File: config.mk
export PLATFORM = sky130hd
export DESIGN_NAME = mmio_client_mux_flat
export DESIGN_NICKNAME = d
export VERILOG_FILES = /design/src/rtl/mmio_client_mux_if.sv /design/src/rtl/mmio_client_mux.sv /design/src/flat_wrapper.sv
export SDC_FILE = /design/constraint.sdc
export NUM_CORES = 1
export LEC_CHECK = 0
export ABC_AREA = 1
export ABC_CLOCK_PERIOD_IN_PS = 2280
export BUFFER_PORTS_ARGS = -buffer_cell sky130_fd_sc_hd__buf_4
export CAP_MARGIN = 15
export CORE_ASPECT_RATIO = 2
export CORE_MARGIN = 4
export CORE_UTILIZATION = 30
export CTS_CLUSTER_DIAMETER = 80
export CTS_CLUSTER_SIZE = 40
export DETAILED_ROUTE_END_ITERATION = 10
export PLACE_DENSITY = 0.61
export SLEW_MARGIN = 10
export SYNTH_ARGS = -nofsm -noshare
export SYNTH_HDL_FRONTEND = slang
export SYNTH_SLANG_ARGS = --single-unit
File: constraint.sdc
create_clock -name clk_i -period 2.28 [get_ports clk_i]
set_clock_uncertainty 0.05 [all_clocks]
set_input_delay 0.456 -clock clk_i [delete_from_list [all_inputs] [get_ports clk_i]]
set_output_delay 0.456 -clock clk_i [all_outputs]
set_load 0.02 [all_outputs]
File: src/rtl/mmio_client_mux_if.sv
// Request/response stream between the AXI-lite client adaptor and mmio_client_mux.
// Signal names keep the mux's point of view (_i into the mux, _o out of it).
interface mmio_client_mux_if #(
  parameter int data_width_p = 32,
  parameter int addr_width_p = 32
);
  logic                    v_i;
  logic                    ready_and_o;
  logic [addr_width_p-1:0] addr_i;
  logic                    wr_en_i;
  logic [1:0]              size_i;
  logic [data_width_p-1:0] wdata_i;
  logic                    v_o;
  logic                    ready_and_i;
  logic [data_width_p-1:0] rdata_o;
  logic                    err_o;

  modport slave (
    input  v_i, addr_i, wr_en_i, size_i, wdata_i, ready_and_i,
    output ready_and_o, v_o, rdata_o, err_o
  );

  modport master (
    output v_i, addr_i, wr_en_i, size_i, wdata_i, ready_and_i,
    input  ready_and_o, v_o, rdata_o, err_o
  );
endinterface

File: src/rtl/mmio_client_mux.sv
// Multi-client, multi-outstanding MMIO front end: decodes requests to sync-read client
// cores, keeps responses in order through a credit-bounded fifo, and registers the irq OR.
module mmio_client_mux #(
  parameter int                      data_width_p        = 32,
  parameter int                      addr_width_p        = 32,
  parameter int                      num_clients_p       = 2,
  parameter int                      client_addr_width_p = 16,
  parameter logic [addr_width_p-1:0] base_addr_p         = '0,
  parameter int                      outstanding_p       = 4
) (
  input  logic                                  clk_i,
  input  logic                                  reset_n_i,
  mmio_client_mux_if.slave                      bus,
  output logic [client_addr_width_p-1:0]        client_addr_o,
  output logic [1:0]                            client_size_o,
  output logic [data_width_p-1:0]               client_wdata_o,
  output logic [num_clients_p-1:0]              client_w_v_o,
  output logic [num_clients_p-1:0]              client_r_v_o,
  input  logic [num_clients_p*data_width_p-1:0] client_rdata_i,
  input  logic [num_clients_p-1:0]              client_rdata_v_i,
  input  logic [num_clients_p-1:0]              irq_i,
  output logic                                  irq_o
);
  localparam int bytes_lp     = data_width_p / 8;
  localparam int sel_width_lp = (bytes_lp > 1) ? $clog2(bytes_lp) : 1;
  localparam int idx_width_lp = (num_clients_p > 1) ? $clog2(num_clients_p) : 1;
  localparam int cred_width_lp = $clog2(outstanding_p + 1);
  localparam int ptr_width_lp  = $clog2(outstanding_p);
  localparam logic [2:0] max_size_lp = 3'($clog2(bytes_lp));

  logic [addr_width_p-1:0]  off, idx_full, align_mask;
  logic [idx_width_lp-1:0]  idx;
  logic                     unmapped, misaligned, oversize, req_err;
  logic                     accept, issue, pop, push, ready_en;
  logic [num_clients_p-1:0] idx_onehot;
  logic [cred_width_lp-1:0] credits;

  assign off        = bus.addr_i - base_addr_p;
  assign idx_full   = off >> client_addr_width_p;
  assign idx        = idx_full[idx_width_lp-1:0];
  assign unmapped   = (bus.addr_i < base_addr_p) || (idx_full >= addr_width_p'(num_clients_p));
  assign align_mask = ~({addr_width_p{1'b1}} << bus.size_i);
  assign misaligned = |(bus.addr_i & align_mask);
  assign oversize   = {1'b0, bus.size_i} > max_size_lp;
  assign req_err    = unmapped | misaligned | oversize;

  assign bus.ready_and_o = ready_en & (credits < cred_width_lp'(outstanding_p));
  assign accept     = bus.v_i & bus.ready_and_o;
  assign issue      = accept & ~req_err;
  assign idx_onehot = num_clients_p'(1) << idx;

  assign client_w_v_o   = (issue &  bus.wr_en_i) ? idx_onehot : '0;
  assign client_r_v_o   = (issue & ~bus.wr_en_i) ? idx_onehot : '0;
  assign client_addr_o  = off[client_addr_width_p-1:0];
  assign client_size_o  = bus.size_i;
  assign client_wdata_o = bus.wdata_i;

  // Credits count stage 1 plus fifo occupancy, so they alone bound the fifo.
  always_ff @(posedge clk_i or negedge reset_n_i) begin
    if (!reset_n_i) begin
      credits  <= '0;
      ready_en <= 1'b0;
      irq_o    <= 1'b0;
    end else begin
      ready_en <= 1'b1;
      irq_o    <= |irq_i;
      case ({accept, pop})
        2'b10:   credits <= credits + 1'b1;
        2'b01:   credits <= credits - 1'b1;
        default: ;
      endcase
    end
  end

  logic                    s1_v, s1_read, s1_err;
  logic [idx_width_lp-1:0] s1_idx;
  logic [1:0]              s1_size;
  logic [sel_width_lp-1:0] s1_sel;

  always_ff @(posedge clk_i or negedge reset_n_i) begin
    if (!reset_n_i) begin
      s1_v    <= 1'b0;
      s1_read <= 1'b0;
      s1_err  <= 1'b0;
      s1_idx  <= '0;
      s1_size <= '0;
      s1_sel  <= '0;
    end else begin
      s1_v <= accept;
      if (accept) begin
        s1_read <= ~bus.wr_en_i;
        s1_err  <= req_err;
        s1_idx  <= idx;
        s1_size <= bus.size_i;
        s1_sel  <= (bytes_lp > 1) ? bus.addr_i[sel_width_lp-1:0] : '0;
      end
    end
  end

  logic [data_width_p-1:0] lane, shifted, masked, push_data;
  logic                    lane_v, push_err;

  // Client data arrives while the request sits in stage 1; align and trim it here.
  always_comb begin
    lane   = '0;
    lane_v = 1'b0;
    for (int c = 0; c < num_clients_p; c++) begin
      if (s1_idx == idx_width_lp'(c)) begin
        lane   = client_rdata_i[c*data_width_p +: data_width_p];
        lane_v = client_rdata_v_i[c];
      end
    end
    shifted = lane >> {s1_sel, 3'b000};
    masked  = '0;
    for (int b = 0; b < bytes_lp; b++) begin
      if (b < (1 << s1_size)) masked[8*b +: 8] = shifted[8*b +: 8];
    end
    push_err  = s1_err | (s1_read & ~lane_v);
    push_data = (s1_read & ~push_err) ? masked : '0;
  end

  logic [data_width_p-1:0]  fifo_data [outstanding_p];
  logic                     fifo_err  [outstanding_p];
  logic [ptr_width_lp-1:0]  wr_ptr, rd_ptr;
  logic [cred_width_lp-1:0] count;

  assign push = s1_v;
  assign pop  = bus.v_o & bus.ready_and_i;

  always_ff @(posedge clk_i) begin
    if (push) begin
      fifo_data[wr_ptr] <= push_data;
      fifo_err[wr_ptr]  <= push_err;
    end
  end

  always_ff @(posedge clk_i or negedge reset_n_i) begin
    if (!reset_n_i) begin
      wr_ptr <= '0;
      rd_ptr <= '0;
      count  <= '0;
    end else begin
      if (push) wr_ptr <= (wr_ptr == ptr_width_lp'(outstanding_p - 1)) ? '0 : wr_ptr + 1'b1;
      if (pop)  rd_ptr <= (rd_ptr == ptr_width_lp'(outstanding_p - 1)) ? '0 : rd_ptr + 1'b1;
      case ({push, pop})
        2'b10:   count <= count + 1'b1;
        2'b01:   count <= count - 1'b1;
        default: ;
      endcase
    end
  end

  assign bus.v_o     = (count != '0);
  assign bus.rdata_o = bus.v_o ? fifo_data[rd_ptr] : '0;
  assign bus.err_o   = bus.v_o & fifo_err[rd_ptr];

  push_while_full_a: assert property (@(posedge clk_i) disable iff (!reset_n_i)
    !(push && (count == cred_width_lp'(outstanding_p))));
endmodule

File: src/flat_wrapper.sv
// flat-port wrapper written by rule: the top's interface ports become plain ports
module mmio_client_mux_flat 
#(
  parameter int                      data_width_p        = 32,
  parameter int                      addr_width_p        = 32,
  parameter int                      num_clients_p       = 2,
  parameter int                      client_addr_width_p = 16,
  parameter logic [addr_width_p-1:0] base_addr_p         = '0,
  parameter int                      outstanding_p       = 4
)
  (clk_i, reset_n_i, client_addr_o, client_size_o, client_wdata_o, client_w_v_o, client_r_v_o, client_rdata_i, client_rdata_v_i, irq_i, irq_o, bus_v_i, bus_addr_i, bus_wr_en_i, bus_size_i, bus_wdata_i, bus_ready_and_i, bus_ready_and_o, bus_v_o, bus_rdata_o, bus_err_o);
  mmio_client_mux_if #(.data_width_p(data_width_p), .addr_width_p(addr_width_p)) bus_i ();
  input  logic clk_i;
  input  logic reset_n_i;
  output logic [client_addr_width_p-1:0] client_addr_o;
  output logic [1:0] client_size_o;
  output logic [data_width_p-1:0] client_wdata_o;
  output logic [num_clients_p-1:0] client_w_v_o;
  output logic [num_clients_p-1:0] client_r_v_o;
  input  logic [num_clients_p*data_width_p-1:0] client_rdata_i;
  input  logic [num_clients_p-1:0] client_rdata_v_i;
  input  logic [num_clients_p-1:0] irq_i;
  output logic irq_o;
  input wire logic [$bits(bus_i.v_i)-1:0] bus_v_i;
  input wire logic [$bits(bus_i.addr_i)-1:0] bus_addr_i;
  input wire logic [$bits(bus_i.wr_en_i)-1:0] bus_wr_en_i;
  input wire logic [$bits(bus_i.size_i)-1:0] bus_size_i;
  input wire logic [$bits(bus_i.wdata_i)-1:0] bus_wdata_i;
  input wire logic [$bits(bus_i.ready_and_i)-1:0] bus_ready_and_i;
  output wire logic [$bits(bus_i.ready_and_o)-1:0] bus_ready_and_o;
  output wire logic [$bits(bus_i.v_o)-1:0] bus_v_o;
  output wire logic [$bits(bus_i.rdata_o)-1:0] bus_rdata_o;
  output wire logic [$bits(bus_i.err_o)-1:0] bus_err_o;
  assign bus_i.v_i = bus_v_i;
  assign bus_i.addr_i = bus_addr_i;
  assign bus_i.wr_en_i = bus_wr_en_i;
  assign bus_i.size_i = bus_size_i;
  assign bus_i.wdata_i = bus_wdata_i;
  assign bus_i.ready_and_i = bus_ready_and_i;
  assign bus_ready_and_o = bus_i.ready_and_o;
  assign bus_v_o = bus_i.v_o;
  assign bus_rdata_o = bus_i.rdata_o;
  assign bus_err_o = bus_i.err_o;
  mmio_client_mux #(.data_width_p(data_width_p), .addr_width_p(addr_width_p), .num_clients_p(num_clients_p), .client_addr_width_p(client_addr_width_p), .base_addr_p(base_addr_p), .outstanding_p(outstanding_p)) u_core (.clk_i(clk_i), .reset_n_i(reset_n_i), .bus(bus_i), .client_addr_o(client_addr_o), .client_size_o(client_size_o), .client_wdata_o(client_wdata_o), .client_w_v_o(client_w_v_o), .client_r_v_o(client_r_v_o), .client_rdata_i(client_rdata_i), .client_rdata_v_i(client_rdata_v_i), .irq_i(irq_i), .irq_o(irq_o));
endmodule
* Word level (Yosys, flattened, before mapping)
Memory sizes are Yosys's and may differ from the RTL's.
Cells that the tools add are included.
** Storage, ports and cells
- Flip-flop bits (word level) :: 20
- Bits in writable memories :: 132
- Bits of input ports :: 139
- Output and inout bits :: 90
- Memories kept :: 2
** Memories
- u_core.fifo_data :: depth 4, bits a word 32, read ports 1, clocked after memory_dff 0, write ports 1, RTL line mmio_client_mux.sv:122 : logic [data_width_p-1:0] fifo_data [outstanding_p];
- u_core.fifo_err :: depth 4, bits a word 1, read ports 1, clocked after memory_dff 0, write ports 1, RTL line mmio_client_mux.sv:123 : logic fifo_err [outstanding_p];
** Cells by class
- Add/subtract/negate cells :: 6
- Order comparisons :: 8
- Equality and inequality tests :: 6
- Shifts and indexed selects :: 4
- Multiplexer cells :: 16
- Bitwise operators :: 18
- Reductions and logical operators :: 6
** Operators by type and width (count)
- 32-bit 2-to-1 mux :: 3
- 3-bit by 32-bit < comparator with 1-bit output, first input constant :: 2
- 32-bit bitwise AND :: 1
- 1-bit by 32-bit < comparator with 1-bit output, first input constant :: 1
- 2-bit by 32-bit < comparator with 1-bit output, first input constant :: 1
- 32-bit by 1-bit < comparator with 1-bit output, second input constant :: 1
- 8-bit 2-to-1 mux :: 4
- 32-bit inverter :: 1
- 32-bit OR reduction :: 1
- 1-bit by 2-bit << shifter with 32-bit output, first input constant :: 1
- 32-bit by 2-bit << shifter with 32-bit output, first input constant :: 1
- 32-bit by 5-bit >> shifter with 32-bit output :: 1
- 16-bit by 2-bit greater-or-equal comparator with 1-bit output, second input constant :: 1
- 3-bit case mux with 2 select lines :: 2
- 1-bit bitwise AND :: 9
- 2-bit == test, second input constant :: 4
- 2-bit 2-to-1 mux :: 4
- 3-bit by 1-bit adder with 3-bit output, second input constant :: 2
- 3-bit by 1-bit subtractor with 3-bit output, second input constant :: 2
- 2-bit by 1-bit adder with 2-bit output, second input constant :: 2
- 2-bit by 1-bit == test with 1-bit output, second input constant :: 2
- 1-bit inverter :: 4
- 2-bit nonzero test :: 2
- 3-bit < comparator, second input constant :: 1
- other kinds (7) :: 11

* Longest topological paths before layout
Gate-level depths: netlist (run 1).
- Depth in word-level cells :: 10
- Mapped depth :: 9

* Worst setup path after synthesis (run 1)
No wires, ideal clock.
- Kind :: input -> register
- Start :: input bus_v_i
- End :: register u_core.credits[2]
- Setup time :: 0.131 ns
- Arrival time :: 1.839 ns
- Required time :: 2.099 ns
- Path slack :: 0.260 ns
- Stages on the path :: 8
- Path buffers :: 1
- Path through :: nand3_1 clkbuf_1 ha_1 inv_1 fa_1 a21oi_1 o21ai_0 xor2_1
** Between the ends
- Cells in the longest elaborated chain, start to end :: 3
** Ends and longest elaborated chain
- from (decl) :: RTL line flat_wrapper.sv:24 : input wire logic [$bits(bus_i.v_i)-1:0] bus_v_i;
- 1-bit bitwise AND (*) :: RTL line mmio_client_mux.sv:48 : assign accept = bus.v_i & bus.ready_and_o;
- 2-bit by 1-bit == test with 1-bit output / 2-bit == test (equally long branches) :: RTL line mmio_client_mux.sv:67 : case ({accept, pop})
- 3-bit case mux with 2 select lines / 2-bit nonzero test (equally long branches)
- to (signal assigned) :: RTL line mmio_client_mux.sv:68 : 2'b10: credits <= credits + 1'b1;
- to (signal assigned) :: RTL line mmio_client_mux.sv:69 : 2'b01: credits <= credits - 1'b1;
- to (decl) :: RTL line mmio_client_mux.sv:36 : logic [cred_width_lp-1:0] credits;
Every way passes the cells marked *; elsewhere a longest branch is shown, timed or not.
A chain may end at the register's enable or synchronous reset.

* Worst setup path in the final report (run 1)
- Start :: register u_core.rd_ptr[0]
- End :: output bus_rdata_o[13]
** Between the ends
- Cells in the longest elaborated chain, start to end :: 2
** Ends and longest elaborated chain
- from (decl) :: RTL line mmio_client_mux.sv:124 : logic [ptr_width_lp-1:0] wr_ptr, rd_ptr;
- from (signal assigned) :: RTL line mmio_client_mux.sv:144 : if (pop) rd_ptr <= (rd_ptr == ptr_width_lp'(outstanding_p - 1)) ? '0 : rd_ptr + 1'b1;
- memory 4 x 32 bit
- 32-bit 2-to-1 mux :: RTL line mmio_client_mux.sv:154 : assign bus.rdata_o = bus.v_o ? fifo_data[rd_ptr] : '0;
- to (decl) :: RTL line flat_wrapper.sv:32 : output wire logic [$bits(bus_i.rdata_o)-1:0] bus_rdata_o;
No other way between the ends.

==> results of run 1 <==
final timing paths:
check	endpoint	slack [ns]	cells past startpoint
worst max-delay path	bus_rdata_o[13]	-0.06	5
worst min-delay path	u_core.irq_o	0.17	2
worst max register to register	u_core.fifo_data[1][11]	0.21	7
worst min register to register	u_core.credits[0]	0.42	1
max in group asynchronous	u_core.rd_ptr[0]	1.54	2
min in group asynchronous	u_core.count[1]	0.40	2
layout make-up:
| type | instances | share of cell area, % |
|---|---|---|
| tap | 336 | 4.36 |
| timing repair buffer | 174 | 15.6 |
| multi-input combinational | 516 | 25.0 |
| clock inverter | 13 | 1.75 |
| inverter | 60 | 2.34 |
| sequential | 152 | 46.3 |
| clock buffer | 19 | 4.59 |
power by group through the flow:
stage | sequential (W) | clock, W | combinational, W
after floorplan | 0.00346 | 0 | 0.00354
after global placement | 0.00352 | 0 | 0.00553
after detailed placement | 0.00352 | 0 | 0.00558
after CTS | 0.00347 | 0.00293 | 0.00567
after global routing | 0.00351 | 0.00306 | 0.00642
final | 0.00348 | 0.00288 | 0.00585
stage by stage:
step                hold slack (ns)  TNS (ns)  area [um^2]  instances
finish                        0.167    -0.236         9640       1270
global route                  0.157     -1.77         9640       1270
CTS                           0.152    -0.340         9520       1266
detailed placement            0.306         0         8860       1233
global placement              0.307         0         8860       1233
floorplan                     0.110         0         7640        821
synthesized netlist by cell type, drive strengths merged:
master	count	area, um^2
a21boi	1	7.51
a21oi	48	240
buf	71	504
clkbuf	22	86.3
clkinv	1	3.75
conb	1	3.75
dfrtp	20	500
edfxtp	132	3960
fa	2	40.0
ha	7	87.6
inv	59	221
nand2	114	428
nand3	62	340
nor2	176	661
nor3	2	15.0
o211ai	3	22.5
o21ai	94	470
or2	2	12.5
xnor2	3	26.3
xor2	1	8.76
state kept, by name, summed over array words and instances (netlist names):
signal,flops
u_core.s1_sel,2
u_core.s1_size,2
u_core.s1_read,1
u_core.s1_err,1
u_core.fifo_err,4
u_core.wr_ptr,2
u_core.s1_idx,1
u_core.ready_en,1
u_core.push,1
u_core.credits,3
u_core.fifo_data,128
u_core.count,3
u_core.irq_o,1
u_core.rd_ptr,2
cell families (layout without fill, tap and decap cells):
| family | after synthesis | after routing | share of synthesized area, % |
|---|---|---|---|
| AO/OA/AOI/OAI | 146 | 146 | 9.69 |
| XOR/XNOR | 4 | 4 | 0.458 |
| adder cells (fa/ha/maj) | 9 | 9 | 1.67 |
| buffers and inverters | 153 | 266 | 10.7 |
| AND/OR/NAND/NOR | 356 | 356 | 19.1 |
| other | 1 | 1 | 0.0491 |
| flip-flops | 152 | 152 | 58.4 |
metal layers:
layer	share of wire [%]	wire length (um)	GRT usage, %	vias up
met3	5.2	1100	2.73	59
met1	35	7470	15.6	2728
met5	0	0	0	-
met2	55	11700	27.3	195
li1	-	-	-	2884
met4	4.1	867	7.87	0
worst max-delay path: stages (launching register included):
cell and delay, ns:
dfrtp_2 0.46, inv_2 0.13, buf_12 0.20, o21ai_0 0.12, a21oi_1 0.27, buf_4 0.20
repair_timing:
| action | CTS | global route |
|---|---|---|
| pin swaps | 3 | 16 |
| hold buffers | 1 | 0 |
| endpoints found under the setup margin | 16 | 33 |
| hold endpoints to repair | 20 | 0 |
| cloned | 0 | 3 |
| setup buffers | 0 | 1 |
| resized for setup | 11 | 27 |
==> run summary, run 1 <==
CP required: 1.77 ns
Min Clock Period, post-route: 2.34 ns
Commonest non-fill, non-tap cell in the layout: nor2_1
Fmax: 428 MHz
Congestion Overflow GR: 0
Kind of critical path: flip-flop to primary output
DRT Pass-1 Iters: 5
Routability cong.: 0.909
P_leak: 4.03 nW
CTS Root Cell: clkbuf_16
Failing checks: negative setup slack
Multi-input gate area: 2410 um^2
Slew margin rel.: 62.5%
Slew at the pin closest to its max-slew limit: 0.562 ns
Pint: 0.00727 W
CP Capture Type: primary output
Logic pwr share: 47.9%
Reg clk slew, reported paths: 0.06 ns
Synth cell types: 28
Worst Hold Launch: irq_i[0]
Pre-CTS setup slack: 0.213 ns
Worst-skew pair later-pin latency: 0.42 ns
CTS tree: yes
DR WL/cell: 16.7 um
Pwr Total: 0.0122 W
DIE AREA: 28,300 um^2
Nets@finish: 1,069
Worst Path Arrival: 1.83 ns
Vias: 5,866
Critical Path Fanout Max: 40
Seq/Total Area, Yosys: 58.4%
Clock group share of total power: 23.6%
Psw: 0.00495 W
Largest net degree at the start of global routing: 49
Yosys warning count: 0
HPWL after DPL: 14,700 um
DRT Wirelength: 21,200 um
Io pins: 229
Maxcap violations: 0
Row count: 82
Antenna-violating nets left: 0
#FFs+latches synth: 152
PD cells: 1270 nW/um^2
Vias in the first global route: 5,816
Tightest Hold Check Type: input port to flip-flop
CP Launch Type: flip-flop
H-tree depth: 4
Mean Syn Cell Area: 9.31 um^2
Fin util: 38.4%
DRC Markers: 0
Die H: 234 um
Proportion of layout cells with a drive suffix above 1: 24.3%
Die Width: 121 um
RSZ-0062 raised after global routing: yes
Sw frac: 40.5%
DRT iter0 DRCs: 289
Final setup fails: 8
Maximum vdd drop: 459 uV
Post-Syn Instances: 821
First-pass GRT wire length: 31,600 um
Slew Limit Fails: 0
Final cycle utilization of the critical path: 103%
Status: complete, but fails checks
Commonest cells after routing, fill and taps aside: nor2_1, buf_4, edfxtp_1
Core area: 25,100 um^2
# diodes: 0
Clock Sink Count: 152
Reg area: 4470 um^2
Number of vias per cell: 4.62
Synthesis-to-finish area growth: 26.2%
CP startpoint: u_core.rd_ptr[0]
Mapped Nets: 969
Fill cell count: 2,474
R2r startpoint: u_core.s1_idx
Mapped cell area: 7640 um^2
Initial antenna violation count: 0
Clk buf depth: 2
Overall global routing resource usage: 14.8%
CTS Buf Count: 17
Initial Util: 30.4%
Sequential share of power: 28.5%
Hold Fails Final Rpt: 0
Worst setup margin: -0.0592 ns
# port buffers: 136
Note: power is estimated with default switching activity, not from simulation.
==> inputs of run 2 (changes only) <==
==> constraint.sdc (replaced) <==
create_clock -name clk_i -period 2.28 [get_ports clk_i]
set_clock_uncertainty 0.05 [all_clocks]
set_input_delay 0.456 -clock clk_i [delete_from_list [all_inputs] [get_ports clk_i]]
set_output_delay 0.456 -clock clk_i [all_outputs]
set_load 0.05 [all_outputs]
==> run 2 against run 1 <==
  * Global-route usage grew 0.11 points
  * Critical endpoint is now bus_rdata_o[1]
  * Cell area up 3.0%
  * Via count rose by 0.77%
  * First-iteration DRC count decreased by 4.8%
  * Utilization is 1.2 points higher
  * Sequential share of layout area is 1.4 points lower
  * Sequential power hardly changed
  * The run still ends with negative setup slack left
  * Total power is 13% higher
  * Wire length shrank 0.60%
  * Die area unchanged
  * Worst hold slack got worse by 0.0013 ns
  * Critical path depth rose by 3
==> run summary, run 2 (synthesis gave the netlist of run 1 again) <==
Min Clock Period, post-route: 2.37 ns (+0.0267 ns)
CTS Root Cell: clkbuf_16
Psw: 0.00616 W (+24%)
Worst path slowest cell: dfrtp_2
Total placed instance area: 8850 um^2 (-0.14%)
Final cycle utilization of the critical path: 104% (+1.2 points)
Clock Sink Count: 152 (unchanged)
Vias in the first global route: 5,804 (-0.21%)
CP Cell Sequence: buf_12, buf_12, clkbuf_16, nor2_2, nor2_1, o21ai_1, a21oi_1, buf_4
Slew Limit Fails: 0 (unchanged)
H-tree depth: 4 (unchanged)
Die H: 234 um (unchanged)
Top flop regs: u_core.fifo_data: 128 flops, u_core.fifo_err: 4 flops
Hold Fails Final Rpt: 0 (unchanged)
Slew margin rel.: 65.1% (+2.7 points)
CTS tree: yes
CTS Buf Count: 17 (unchanged)
Worst setup margin: -0.0859 ns (-0.0267 ns)
Synthesis-to-finish area growth: 30.0%
Pre-CTS setup slack: 0.136 ns (-0.0766 ns)
Worst path max stage delay: 0.41 ns (-0.05 ns)
Failing checks: negative setup slack
Commonest cells after routing, fill and taps aside: nor2_1, buf_4, edfxtp_1
Slew at the pin closest to its max-slew limit: 0.523 ns (-0.0394 ns)
Vias: 5,911 (+0.77%)
Logic pwr share: 55.7% (+7.8 points)
Commonest non-fill, non-tap cell in the layout: nor2_1
Fmax: 423 MHz (-1.1%)
Routability cong.: 0.812 (-11%)
Worst Path Arrival: 1.86 ns (+0.03 ns)
# port buffers: 136 (unchanged)
PD cells: 1390 nW/um^2 (+9.6%)
Nets@finish: 1,076 (+0.65%)
Congestion Overflow GR: 0 (unchanged)
CP required: 1.77 ns (about the same)
Largest net degree at the start of global routing: 35 (-29%)
Core area: 25,100 um^2 (unchanged)
DIE AREA: 28,300 um^2 (unchanged)
RSZ-0062 raised after global routing: yes
Clk buf depth: 2 (unchanged)
Sequential share of power: 25.1% (-3.4 points)
Initial Util: 30.4% (unchanged)
Placed insts: 1,230 (-0.24%)
Proportion of layout cells with a drive suffix above 1: 27.4% (+3.1 points)
Row count: 82 (unchanged)
Status: complete, but fails checks
DRT Wirelength: 21,000 um (-0.60%)
Pint: 0.00764 W (+5.1%)
Clock group share of total power: 19.2% (-4.4 points)
Sw frac: 44.6% (+4.1 points)
Kind of critical path: flip-flop to primary output
Number of vias per cell: 4.63 (+0.21%)
P_leak: 4.13 nW (+2.3%)
HPWL after DPL: 14,300 um (-2.7%)
Io pins: 229 (unchanged)
Die Width: 121 um (unchanged)
CP dominant cell by count: buf_12
Worst-skew pair later-pin latency: 0.42 ns (about the same)
# diodes: 0 (unchanged)
Post-route design area: 9930 um^2 (+3.0%)
Overall global routing resource usage: 14.9% (+0.11 points)
Pwr Total: 0.0138 W (+13%)
Critical Path Fanout Max: 5 (-88%)
CP Launch Type: flip-flop
Reg clk slew, reported paths: 0.06 ns (about the same)
DRT Pass-1 Iters: 4 (-1)
Maximum vdd drop: 714 uV (+55%)
Final setup fails: 16 (+8)
First-pass GRT wire length: 31,600 um (about the same)
Initial antenna violation count: 0 (unchanged)
DR WL/cell: 16.5 um (-1.1%)
Tightest Hold Check Type: input port to flip-flop
Number of flip-flops in the largest register: 128 (unchanged)
Antenna-violating nets left: 0 (unchanged)
DRC Markers: 0 (unchanged)
Maxcap violations: 0 (unchanged)
Non-filler instance count after layout: 1,277 (+0.55%)
Most flops, register: u_core.fifo_data
DRT iter0 DRCs: 275 (-4.8%)
CP Capture Type: primary output
## run 2: changes by cell type in the layout (fill, tap and decap cells not counted), sizes merged
cell and change:
clkinvlp -1, bufinv -1, inv -4, buf +6
clkinv +5, clkbuf +2
## run 2: area by class of cell
| type | instances | area, um^2 |
|---|---|---|
| clock buffer | 20 | 437 |
| clock inverter | 12 | 128 |
| fill | 2429 | 15200 |
| inverter | 60 | 229 |
| multi-input combinational | 516 | 2520 |
| sequential | 152 | 4470 |
| tap | 336 | 420 |
| timing repair buffer | 181 | 1730 |
## run 2: worst max-delay path, delay by kind of cell, from the launching register on
kind            cells  cell delay, ns
buf+inv             4            0.66
simple gates        2            0.12
compound gates      2            0.23
flops               1            0.41
## run 2: path summary, 6_finish.rpt
path / slack, ns / cells past startpoint / end / start
max: -0.09 / 8 / bus_rdata_o[1] / u_core.rd_ptr[0]
min reg2reg: 0.43 / 1 / u_core.credits[0] / u_core.credits[0]
min: 0.17 / 2 / u_core.irq_o / irq_i[0]
max in group asynchronous: 1.50 / 2 / u_core.rd_ptr[0] / reset_n_i
max reg2reg: 0.26 / 8 / u_core.count[2] / u_core.count[1]
min in group asynchronous: 0.42 / 2 / u_core.credits[2] / reset_n_i
## run 2: repair_timing
| action | 4_1_cts | 5_1_grt |
|---|---|---|
| hold buffers | 1 | 0 |
| endpoints found under the setup margin | 35 | 37 |
| resized for setup | 42 | 80 |
| buffers inserted | 5 | 2 |
| cloned | 5 | 2 |
| pin swaps | 14 | 24 |
| endpoints found under the hold margin | 20 | 0 |
## run 2: power by group through the flow
| stage | Sequential (W) | Combinational [W] | Clock (W) |
|---|---|---|---|
| after global placement | 0.00350 | 0.00665 | 0 |
| after CTS | 0.00346 | 0.00743 | 0.00268 |
| after global routing | 0.00349 | 0.00829 | 0.00278 |
| after floorplan | 0.00346 | 0.00478 | 0 |
| final | 0.00346 | 0.00769 | 0.00265 |
| after detailed placement | 0.00351 | 0.00670 | 0 |
## run 2: layer usage
metal  wire length [um]  GRT usage, %  part of all wire [%]  up-vias
li1                   -             -                     -     2906
met1               7360          14.4                    35     2757
met2              11800          29.5                    56      186
met3                923          2.12                   4.4       62
met4                925          7.77                   4.4        0
met5                  0             0                     0        -
## run 2: through the flow
step	TNS [ns]	utilization [%]	hold slack, ns
final	-0.716	39.5	0.166
after global routing	-2.64	39.5	0.160
after CTS	-1.32	38.7	0.153
after detailed placement	0	35.2	0.312
after global placement	0	35.2	0.308
after floorplan	0	-	0.110
